`src/rtl/ntt_sdf_ctrl_if.sv`:
```
// Command, buffer-read and stage-chain signals of the SDF NTT job sequencer.
// master = the controller's view, slave = the host / buffers / stage chain.
interface ntt_sdf_ctrl_if #(
  parameter int LOGN = 4
);
  logic            cmd_valid;
  logic            cmd_ready;
  logic            cmd_intt;
  logic            abort;
  logic            intt;
  logic            in_rd_en;
  logic [LOGN-1:0] in_rd_addr;
  logic            stage_start;
  logic            out_valid;
  logic [LOGN-1:0] out_addr;
  logic            busy;
  logic            done;

  modport master (
    input  cmd_valid, cmd_intt, abort,
    output cmd_ready, intt, in_rd_en, in_rd_addr, stage_start,
           out_valid, out_addr, busy, done
  );

  modport slave (
    output cmd_valid, cmd_intt, abort,
    input  cmd_ready, intt, in_rd_en, in_rd_addr, stage_start,
           out_valid, out_addr, busy, done
  );
endinterface

```
`src/rtl/ntt_sdf_ctrl.sv`:
```
// Job sequencer for a chain of SDF NTT/INTT stages: one command -> N reads, N stage
// starts, N-sample output window. Optional macro NTT_SDF_CTRL_BITREV_EN bit-reverses NTT out_addr.
module ntt_sdf_ctrl #(
  parameter int LOGN     = 4,
  parameter int RD_LAT   = 1,
  parameter int PIPE_LAT = 20
) (
  input logic           clk,
  input logic           rst,
  ntt_sdf_ctrl_if.master bus
);
  localparam int N  = 1 << LOGN;
  localparam int L  = RD_LAT + PIPE_LAT;
  localparam int CW = $clog2(N + L + 1);

  localparam logic [CW-1:0] LAST   = CW'(L + N - 1);
  localparam logic [CW-1:0] N_CYC  = CW'(N);
  localparam logic [CW:0]   N_WIDE = (CW+1)'(N);

  typedef enum logic [1:0] {IDLE, RUN, DONE} state_t;

  state_t        state, state_nxt;
  logic [CW-1:0] cyc, cyc_nxt;
  logic          intt_q, intt_nxt;
  logic [CW:0]   st_off, out_off;
  logic [LOGN-1:0] nat_addr;

`ifdef NTT_SDF_CTRL_BITREV_EN
  function automatic logic [LOGN-1:0] bit_rev(input logic [LOGN-1:0] x);
    logic [LOGN-1:0] r;
    for (int b = 0; b < LOGN; b++) r[b] = x[LOGN-1-b];
    return r;
  endfunction
`endif

  // Offsets go one bit wider so cycles before a window wrap to a huge value and fail the < N test.
  assign st_off   = {1'b0, cyc} - (CW+1)'(RD_LAT);
  assign out_off  = {1'b0, cyc} - (CW+1)'(L);
  assign nat_addr = out_off[LOGN-1:0];
  assign bus.intt = intt_q;

  // NOTE: reset is synchronous here; only the control state is reset, outputs decode from it.
  always_ff @(posedge clk) begin
    if (rst) begin
      state  <= IDLE;
      cyc    <= '0;
      intt_q <= 1'b0;
    end else begin
      state  <= state_nxt;
      cyc    <= cyc_nxt;
      intt_q <= intt_nxt;
    end
  end

  // NOTE: every output and next-state value gets a default first so no latch is inferred.
  always_comb begin
    state_nxt       = state;
    cyc_nxt         = cyc;
    intt_nxt        = intt_q;
    bus.cmd_ready   = 1'b0;
    bus.in_rd_en    = 1'b0;
    bus.in_rd_addr  = '0;
    bus.stage_start = 1'b0;
    bus.out_valid   = 1'b0;
    bus.out_addr    = '0;
    bus.busy        = 1'b0;
    bus.done        = 1'b0;

    unique case (state)
      IDLE: begin
        bus.cmd_ready = 1'b1;
        // abort wins over a simultaneous command
        if (bus.cmd_valid && !bus.abort) begin
          state_nxt = RUN;
          cyc_nxt   = '0;
          intt_nxt  = bus.cmd_intt;
        end
      end

      RUN: begin
        bus.busy        = 1'b1;
        bus.in_rd_en    = (cyc < N_CYC);
        bus.in_rd_addr  = bus.in_rd_en ? cyc[LOGN-1:0] : '0;
        bus.stage_start = (st_off < N_WIDE);
        bus.out_valid   = (out_off < N_WIDE);
        if (bus.out_valid) begin
`ifdef NTT_SDF_CTRL_BITREV_EN
          bus.out_addr = intt_q ? nat_addr : bit_rev(nat_addr);
`else
          bus.out_addr = nat_addr;
`endif
        end
        cyc_nxt = cyc + 1'b1;
        if (bus.abort) begin
          state_nxt = IDLE;
          cyc_nxt   = '0;
        end else if (cyc == LAST) begin
          state_nxt = DONE;
        end
      end

      DONE: begin
        bus.busy  = 1'b1;
        bus.done  = !bus.abort;
        state_nxt = IDLE;
        cyc_nxt   = '0;
      end

      default: begin
        state_nxt = IDLE;
        cyc_nxt   = '0;
      end
    endcase
  end
endmodule

```
`src/flat_wrapper.sv`:
```
// flat-port wrapper written by rule: the top's interface ports become plain ports
module ntt_sdf_ctrl_flat 
#(
  parameter int LOGN     = 4,
  parameter int RD_LAT   = 1,
  parameter int PIPE_LAT = 20
)
  (clk, rst, bus_cmd_valid, bus_cmd_intt, bus_abort, bus_cmd_ready, bus_intt, bus_in_rd_en, bus_in_rd_addr, bus_stage_start, bus_out_valid, bus_out_addr, bus_busy, bus_done);
  ntt_sdf_ctrl_if #(.LOGN(LOGN)) bus_i ();
  input logic clk;
  input logic rst;
  input wire logic [$bits(bus_i.cmd_valid)-1:0] bus_cmd_valid;
  input wire logic [$bits(bus_i.cmd_intt)-1:0] bus_cmd_intt;
  input wire logic [$bits(bus_i.abort)-1:0] bus_abort;
  output wire logic [$bits(bus_i.cmd_ready)-1:0] bus_cmd_ready;
  output wire logic [$bits(bus_i.intt)-1:0] bus_intt;
  output wire logic [$bits(bus_i.in_rd_en)-1:0] bus_in_rd_en;
  output wire logic [$bits(bus_i.in_rd_addr)-1:0] bus_in_rd_addr;
  output wire logic [$bits(bus_i.stage_start)-1:0] bus_stage_start;
  output wire logic [$bits(bus_i.out_valid)-1:0] bus_out_valid;
  output wire logic [$bits(bus_i.out_addr)-1:0] bus_out_addr;
  output wire logic [$bits(bus_i.busy)-1:0] bus_busy;
  output wire logic [$bits(bus_i.done)-1:0] bus_done;
  assign bus_i.cmd_valid = bus_cmd_valid;
  assign bus_i.cmd_intt = bus_cmd_intt;
  assign bus_i.abort = bus_abort;
  assign bus_cmd_ready = bus_i.cmd_ready;
  assign bus_intt = bus_i.intt;
  assign bus_in_rd_en = bus_i.in_rd_en;
  assign bus_in_rd_addr = bus_i.in_rd_addr;
  assign bus_stage_start = bus_i.stage_start;
  assign bus_out_valid = bus_i.out_valid;
  assign bus_out_addr = bus_i.out_addr;
  assign bus_busy = bus_i.busy;
  assign bus_done = bus_i.done;
  ntt_sdf_ctrl #(.LOGN(LOGN), .RD_LAT(RD_LAT), .PIPE_LAT(PIPE_LAT)) u_core (.clk(clk), .rst(rst), .bus(bus_i));
endmodule
```
`config.mk`:
```
export PLATFORM = sky130hd
export DESIGN_NAME = ntt_sdf_ctrl_flat
export DESIGN_NICKNAME = d
export VERILOG_FILES = /design/src/rtl/ntt_sdf_ctrl_if.sv /design/src/rtl/ntt_sdf_ctrl.sv /design/src/flat_wrapper.sv
export SDC_FILE = /design/constraint.sdc
export NUM_CORES = 1
export LEC_CHECK = 0
export CORE_ASPECT_RATIO = 1.2
export CORE_MARGIN = 3
export CORE_UTILIZATION = 25
export CTS_CLUSTER_DIAMETER = 40
export DETAILED_ROUTE_END_ITERATION = 10
export SLEW_MARGIN = 40
export SYNTH_ARGS = -nofsm -noshare
export SYNTH_HDL_FRONTEND = slang
export SYNTH_SLANG_ARGS = --single-unit
export TNS_END_PERCENT = 20
```
`constraint.sdc`:
```
create_clock -name clk -period 1.7 [get_ports clk]
set_input_delay 0.255 -clock clk [delete_from_list [all_inputs] [get_ports clk]]
set_output_delay 0.255 -clock clk [all_outputs]
set_load 0.03 [all_outputs]
```
==> metrics.txt <==
Max Cap Viol=0; Peak VDD IR=0.3938 mV; vias per cell=4.560; grt total ovfl=0; I/O Buffers=19; Clock Sinks=9; failing checks=setup timing; first-pass GRT wire length=2891 um; power per cell area=634.7 nW/um2; RSZ-0062 raised after global routing=true; Max transition margin=0.7923; DR vias=725; area share of the largest cell type after synthesis=0.2544; Worst-Skew Late Latency=0.27 ns; Root Buffer=clkbuf_4; row cnt=20; dpl ws=-0.04464 ns; filler instances=275; fmax=524.7 MHz; skew final=0.004805 ns; cts bufs inserted=3; max-slew violations=0; vias in the first global route=728; largest net degree at the start of global routing=10; Min-Delay Path Depth=2; Leak Pwr=0.4393 nW; H-tree depth=1; hpwl dp=1391 um; clock buffer depth=2; FF+latch area=185.2 um2; core area=2628 um2; area of the multi-input gates=551.8 um2; final setup margin=-0.2059 ns; # hold bufs at CTS=0; Psw=0.2599 mW; ANT cells=0; DRT iter0 DRCs=6; Die Span Y=64.30 um; Overall Global Routing Usage=0.1115; #FFs+latches synth=9; DR pass1 iterations=4; Placed Area=1062 um2; Internal Pwr Total=0.4612 mW; io pins=20; Req. time, crit path=1.44 ns; # nets final=137; Die Wd=54.59 um; Hold Crit Class=reg2reg; RD Place Congestion=0.7527; share of cells above drive strength 1=0.4127; TritonCTS clock tree=done; Synth Instances=93; synthesized area per cell=7.615 um2; post-synth cell types=35; yosys warns=0; fin util=0.4324; average wire per standard cell=10.96 um; Period Utilization, post-route=1.121; Synth Net Count=103; Clk network pwr share=0.235; mapped cell area=708.2 um2; critical path startpoint category=flop; antenna-violating nets left=0; synth top area cells=dfxtp_1 (25%), ha_1 (8.8%), xnor2_1 (7.4%); number of synthesized flops with an enable pin=0; FFs w/ async S/R, synth=0; Seq pwr share=0.330; area delta synth->final=60.42%; kind of critical path=reg2out; antenna violations before repair=0; critical path fanouts, max=5; Final Cell Area=1136 um2; drt total wl=1742 um; Final Hold Vio Count=0; combinational share of power=0.435; DIE AREA=3510 um2; Sw Ratio=0.3604; worst path arrival time=1.65 ns; status=complete, but fails checks; Starting Density=0.2695; worst slew pin tran=0.3105 ns; Design Power=0.7210 mW; Primary FF master, synth=dfxtp_1; largest area contributor in the netlist=dfxtp_1; CP endpoint kind=output port; number of remaining DRC errors=0; post-synthesis sequential area ratio=0.2544; Reg clk slew, reported paths=0.06 ns; final setup fails=6; Worst Reg-to-Reg Cells=6; Tmin final=1.906 ns
## sequential cells by signal, indices dropped and copies added, names as in the netlist
name and cells:
u_core.cyc 6, u_core.state 2, u_core.bus.intt 1
## worst paths after layout
path | to | startpoint | slack, ns
worst max-delay path | bus_out_addr[2] | u_core.cyc[0]$_SDFFE_PP0P_ | -0.21
worst min-delay path | u_core.bus.intt$_SDFFE_PP0P_ | u_core.bus.intt$_SDFFE_PP0P_ | 0.50
worst max register to register | u_core.cyc[1]$_SDFFE_PP0P_ | u_core.state[1]$_SDFFE_PP0P_ | 0.19
worst min register to register | u_core.bus.intt$_SDFFE_PP0P_ | u_core.bus.intt$_SDFFE_PP0P_ | 0.50
## cells by family after synthesis
logic type / Yosys count / share of synthesized area
multiplexers: 2 / 0.02827
AO/OA/AOI/OAI: 17 / 0.1537
flip-flops: 9 / 0.2544
XOR/XNOR: 6 / 0.07420
buffers and inverters: 13 / 0.08656
adder cells (fa/ha/maj): 5 / 0.08834
AND/OR/NAND/NOR: 41 / 0.3145
## repair_timing
action | in CTS | in global routing
resized for setup | 8 | 2
endpoints found under the setup margin | 7 | 12
gates cloned | 0 | 0
buffers inserted | 3 | 0
pin swaps | 6 | 1
## per-stage QoR
stage	instances	TNS [ns]	hold WS [ns]
2_1_floorplan	93	-0.2390	0.3274
3_3_place_gp	152	0	0.4810
3_5_place_dp	152	-0.08022	0.4879
4_1_cts	159	-1.163	0.4988
5_1_grt	159	-1.455	0.5460
6_report	159	-1.017	0.4997
## synthesized netlist by cell type, types with 4 or more instances
cell type	count
xnor2_1	6
buf_2	4
and3_1	4
dfxtp_1	9
a21oi_1	7
nor2b_1	5
ha_1	5
nand2_1	4
nor2_1	12
inv_1	4
## cells in the final DEF (no fill, tap or decap), types with 2 or more instances in the layout
master	instances
nor2_2	2
nand3_1	3
nor3_4	2
dfxtp_1	7
clkdlybuf4s50_1	5
xnor2_1	6
mux2i_1	2
ha_1	3
a21oi_1	6
nor2b_1	3
inv_2	2
buf_4	26
and3_1	4
inv_1	2
buf_6	5
nor2_1	11
nand2_1	4
clkbuf_4	3
## final cells by class
cell class,instances,share of cell area
clock buffer,4,0.02313
inverter,5,0.01872
multi-input combinational,71,0.4857
sequential,9,0.1630
tap,33,0.03634
timing repair buffer,37,0.2731
## power groups by stage
stage	combinational, mW	clock (mW)	sequential (mW)
2_1_floorplan	0.213	0	0.240
3_3_place_gp	0.299	0	0.241
3_5_place_dp	0.302	0	0.242
4_1_cts	0.313	0.177	0.236
5_1_grt	0.340	0.187	0.240
6_report	0.314	0.169	0.238
## layer usage
layer | vias up | share of wire | global-route usage
met1 | 324 | 0.41 | 0.1116
met4 | 0 | 0.023 | 0.06542
met3 | 5 | 0.038 | 0.01865
li1 | 384 | - | -
met5 | - | 0 | 0
met2 | 12 | 0.53 | 0.2012
## worst max-delay path: stages (launching register included)
cell and delay, ns:
dfxtp_4 0.37, inv_4 0.04, ha_4 0.16, nor2b_4 0.13
o21a_1 0.16, o21ai_4 0.07, nor4_4 0.25, buf_4 0.20
Power figures use the tool's default switching activity.
==> variant 1, RTL diff (config.mk and constraints unchanged) <==
`LOGN` is set to 4 in 3 places; all go to 5.
--- a/src/rtl/ntt_sdf_ctrl_if.sv
+++ b/src/rtl/ntt_sdf_ctrl_if.sv
@@ -1,7 +1,7 @@
 // Command, buffer-read and stage-chain signals of the SDF NTT job sequencer.
 // master = the controller's view, slave = the host / buffers / stage chain.
 interface ntt_sdf_ctrl_if #(
-  parameter int LOGN = 4
+  parameter int LOGN = 5
 );
   logic            cmd_valid;
   logic            cmd_ready;
--- a/src/rtl/ntt_sdf_ctrl.sv
+++ b/src/rtl/ntt_sdf_ctrl.sv
@@ -1,7 +1,7 @@
 // Job sequencer for a chain of SDF NTT/INTT stages: one command -> N reads, N stage
 // starts, N-sample output window. Optional macro NTT_SDF_CTRL_BITREV_EN bit-reverses NTT out_addr.
 module ntt_sdf_ctrl #(
-  parameter int LOGN     = 4,
+  parameter int LOGN     = 5,
   parameter int RD_LAT   = 1,
   parameter int PIPE_LAT = 20
 ) (
--- a/src/flat_wrapper.sv
+++ b/src/flat_wrapper.sv
@@ -1,7 +1,7 @@
 // flat-port wrapper written by rule: the top's interface ports become plain ports
 module ntt_sdf_ctrl_flat 
 #(
-  parameter int LOGN     = 4,
+  parameter int LOGN     = 5,
   parameter int RD_LAT   = 1,
   parameter int PIPE_LAT = 20
 )
Ports: changed (resized bus_in_rd_addr and bus_out_addr); port bits go from 20 to 22. No check against the original RTL was run, so the function may have changed too.
==> variant 1 against the original RTL <==
- the run still ends with setup timing left
- combinational power decreased by 2%
- power fell by 0.42%
- sequential cell count unchanged
- maximum frequency rose by 1.6%
- final area rose by 7.3%
- area after synthesis grew 10%
- clock skew increased by 0.013 ns
- wire length increased by 3.3%
- critical path depth decreased by 1
- worst setup slack better by 0.030 ns
- critical endpoint is now bus_out_addr[1]
- largest cell class unchanged
- highest routed layer unchanged
==> variant 1: results (changes against the original RTL) <==
metric	value	unit	change
drive_above_1_share	49.22	%	+7.9 points
multiInputCombCellCount	74		+4.2%
fin_total_pwr	0.7180	mW	-0.42%
power.static_leakage	0.5053	nW	+15%
syn-num-nets	108		+4.9%
syn_inst	97		+4.3%
grt_first_pass_wirelength	3263	µm	+13%
ir_worst_vdd	0.0003900	V	-0.96%
cp_data_arrival_time	1.62	ns	-0.03 ns
wl_met3	87	µm	+30%
reg2reg_slack	0.25	ns	+0.06 ns
largest_register_ffs	6		unchanged
internal_power	0.4522	mW	-1.9%
crit-reg2reg-capture	u_core.state[0]$_SDFFE_PP0P_		
fillCellCount	307		+12%
holdWs	0.4926	ns	-0.007147 ns
synth.area.top_cells	dfxtp_1 23%, ha_1 9.6%, nor2_1 6.7%, xnor2_1 6.7%, and2_1 4.8%		
grt_max_degree	13		+3
slew_headroom	72.97	%	-6.3 points
vias	744		+2.6%
outcome	finished, violations left		
post_dp_cell_area	1080	µm²	+1.6%
m1WireLength	816	µm	+15%
clock_area_share	2.259	%	-0.054 points
seq_power	0.237	mW	
grt.total_usage	10.77	%	-0.38 points
synth.distinct_cells	32		-8.6%
met2_length	878	µm	-5.2%
r2r_cells	5		-1
yosys-top-cells-count	14 x nor2_1, 9 x dfxtp_1		
setup_ws	-0.1762	ns	+0.02970 ns
buf_share	26.39	%	-0.93 points
gp_congestion	0.6729		-11%
hold_end	u_core.bus.intt$_SDFFE_PP0P_		
clock-skew-final	0.01761	ns	+0.01280 ns
antenna_cells	0		unchanged
utilization	42.16	%	-1.1 points
nets	140		+2.2%
clk_pin_slew	0.06	ns	about the same
hpwl	1383	µm	-0.60%
stdcell_count	162		+1.9%
drt_iter0_drc	10		+4
io_buffers	21		+2
wl	1800	µm	+3.3%
grt_pass1_vias	733		+0.69%
inv_count	6		+1
setup-violations-final	7		+1
crit-reg2reg-launch	u_core.cyc[3]$_SDFFE_PP0P_		
violations	setup timing		
setup_tns	-0.8423	ns	+0.1744 ns
multi_input_area_share	50.72	%	+2.2 points
ys_seq_area_share	23.04	%	-2.4 points
dpl_worst_slack	0.02074	ns	+0.06539 ns
cp-endpoint	bus_out_addr[1]		
critPathLaunch	u_core.cyc[1]$_SDFFE_PP0P_		
sh_seq_area	15.30	%	-1.0 points
p_clk_share	24.1	%	+0.6 points
signal_buffers	35		-5.4%
variant 1: repair_timing:
item / CTS / global route
pin swaps: 8 / 5
endpoints found under the setup margin: 13 / 17
buffers inserted: 2 / 1
resized for setup: 18 / 10
variant 1: cell families (layout without fill, tap and decap cells):
kind of cell,after synthesis,in the layout,synth area share [%]
XOR/XNOR,7,7,7.840
AND/OR/NAND/NOR,42,42,29.12
multiplexers,2,2,2.560
buffers and inverters,14,45,11.04
flip-flops,9,9,23.04
adder cells (fa/ha/maj),6,6,9.600
AO/OA/AOI/OAI,17,17,16.80
variant 1: critical path: stages, from the launching register on:
cell and delay, ns:
dfxtp_2 0.33, buf_6 0.11, o21a_1 0.21, o211ai_2 0.18, o2111ai_4 0.25, nor2_4 0.15, buf_6 0.14
variant 1: metal layers:
layer	global-route usage (%)	vias up
met5	0	-
met4	3.478	0
met3	2.103	4
met2	18.29	21
met1	13.67	338
li1	-	381
==> variant 2, RTL diff (same flow settings) <==
Made on the original files. Encoding of `state_t`: now one-hot (3 bits for 3 states).
--- a/src/rtl/ntt_sdf_ctrl.sv
+++ b/src/rtl/ntt_sdf_ctrl.sv
@@ -17,7 +17,7 @@
   localparam logic [CW-1:0] N_CYC  = CW'(N);
   localparam logic [CW:0]   N_WIDE = (CW+1)'(N);
 
-  typedef enum logic [1:0] {IDLE, RUN, DONE} state_t;
+  typedef enum logic [2:0] {IDLE = 3'b001, RUN = 3'b010, DONE = 3'b100} state_t;
 
   state_t        state, state_nxt;
   logic [CW-1:0] cyc, cyc_nxt;
Formal check against the unedited RTL: same outputs for any inputs over 10 cycles, from zero or initial values and one cycle with rst high; not proved beyond that.
==> variant 2 against the original RTL <==
- the flow still finishes with violations (setup timing)
- sequential cell count is 1 higher
- area after synthesis grew 9.2%
- non-clock buffer count is 1 lower
- final area grew 5.0%
- clock skew about the same
- maximum frequency rose by 2.4%
- worst setup slack improved by 0.044 ns
- wire length increased by 11%
- critical path type unchanged
Power is not compared: it rests on default switching activity, and its combinational part moved more than twofold at a synthesized area within 25%.
==> variant 2: results (changes against the original RTL) <==
metric	value	unit	change
nets	140		+2.2%
yosys-top-cells-count	19 x nor2_1, 10 x dfxtp_1, 9 x a21oi_1		
stdcell_count	166		+4.4%
drive_above_1_share	46.97	%	+5.7 points
path_max_fanout	4		-1
grt.total_usage	11.48	%	+0.33 points
path_delay_family	flip-flops		
synth.area.top_cells	dfxtp_1 26%, nor2_1 9.2%, xnor2_1 6.8%, a21oi_1 5.8%, buf_6 4.4%		
cts.repair.resized	19		+11
synth.distinct_cells	38		+8.6%
ys_seq_area_share	25.89	%	+0.45 points
wl_met3	118	µm	+76%
drt_iter0_drc	25		+19
syn-num-nets	105		+1.9%
wl	1938	µm	+11%
reg2reg_slack	0.25	ns	+0.06 ns
worstMarginPinSlew	0.4109	ns	+0.1003 ns
met3_usage	3.682	%	+1.8 points
met2_length	958	µm	+3.5%
grt_max_degree	13		+3
r2r_cells	5		-1
multi_input_area	596.8	µm²	+8.2%
dp_cells	162		+6.6%
grt_first_pass_wirelength	3477	µm	+20%
dpl_worst_slack	-0.01470	ns	+0.02994 ns
crit-reg2reg-capture	u_core.cyc[0]$_SDFFE_PP0P_		
post_dp_cell_area	1077	µm²	+1.4%
m1WireLength	846	µm	+20%
cp-endpoint	bus_out_addr[0]		
gp_congestion	0.7870		+4.6%
setup-violations-final	8		+2
grt_pass1_vias	776		+6.6%
postSynthAreaPerCell	7.890	µm²	+3.6%
clock-skew-final	0.005032	ns	+0.0002273 ns
fillCellCount	285		+3.6%
grt.met2_usage	19.65	%	-0.47 points
vias_per_cell	4.861		+6.6%
setup_ws	-0.1621	ns	+0.04381 ns
crit_path_max_incr_delay	0.34	ns	-0.03 ns
use_met1	13.51	%	+2.4 points
outcome	finished, violations left		
critPathSlowestCell	dfxtp_2		
critPathLaunch	u_core.cyc[1]$_SDFFE_PP0P_		
setup_tns	-0.7050	ns	+0.3118 ns
violations	setup timing		
cp_data_arrival_time	1.61	ns	-0.04 ns
holdWs	0.5104	ns	+0.01071 ns
hpwl	1509	µm	+8.4%
cts_setup_buffers	1		-2
crit-reg2reg-launch	u_core.state[2]$_SDFFE_PP0P_		
variant 2: cell count changes after synthesis, sizes merged, moves of 2 or more:
cell    change
clkbuf      -3
nor2        +6
nor3        +4
nor2b       -3
ha          -3
nand4       +2
nor4        +3
and3        -4
inv         -3
a21oi       +2
variant 2: worst reg2reg max path: stages (launching register included):
cell     delay, ns
dfxtp_1       0.36
buf_4         0.17
nor3b_4       0.38
nand2_1       0.20
xnor2_1       0.19
nor2_1        0.05
variant 2: cell type report:
cell class / count / area share [%]
multi-input combinational: 80 / 50.05
inverter: 2 / 0.6296
sequential: 10 / 17.31
tap: 34 / 3.568
clock buffer: 4 / 3.043
timing repair buffer: 36 / 25.39
variant 2: logic make-up (layout without fill, tap and decap cells):
logic type	Yosys count	after routing	share of synthesized area (%)
simple gates	54	54	42.07
compound gates	16	16	11.98
flops	10	10	25.89
buf+inv	8	42	7.606
xor+xnor	7	7	7.929
fa+ha+maj	2	2	3.236
mux	1	1	1.295
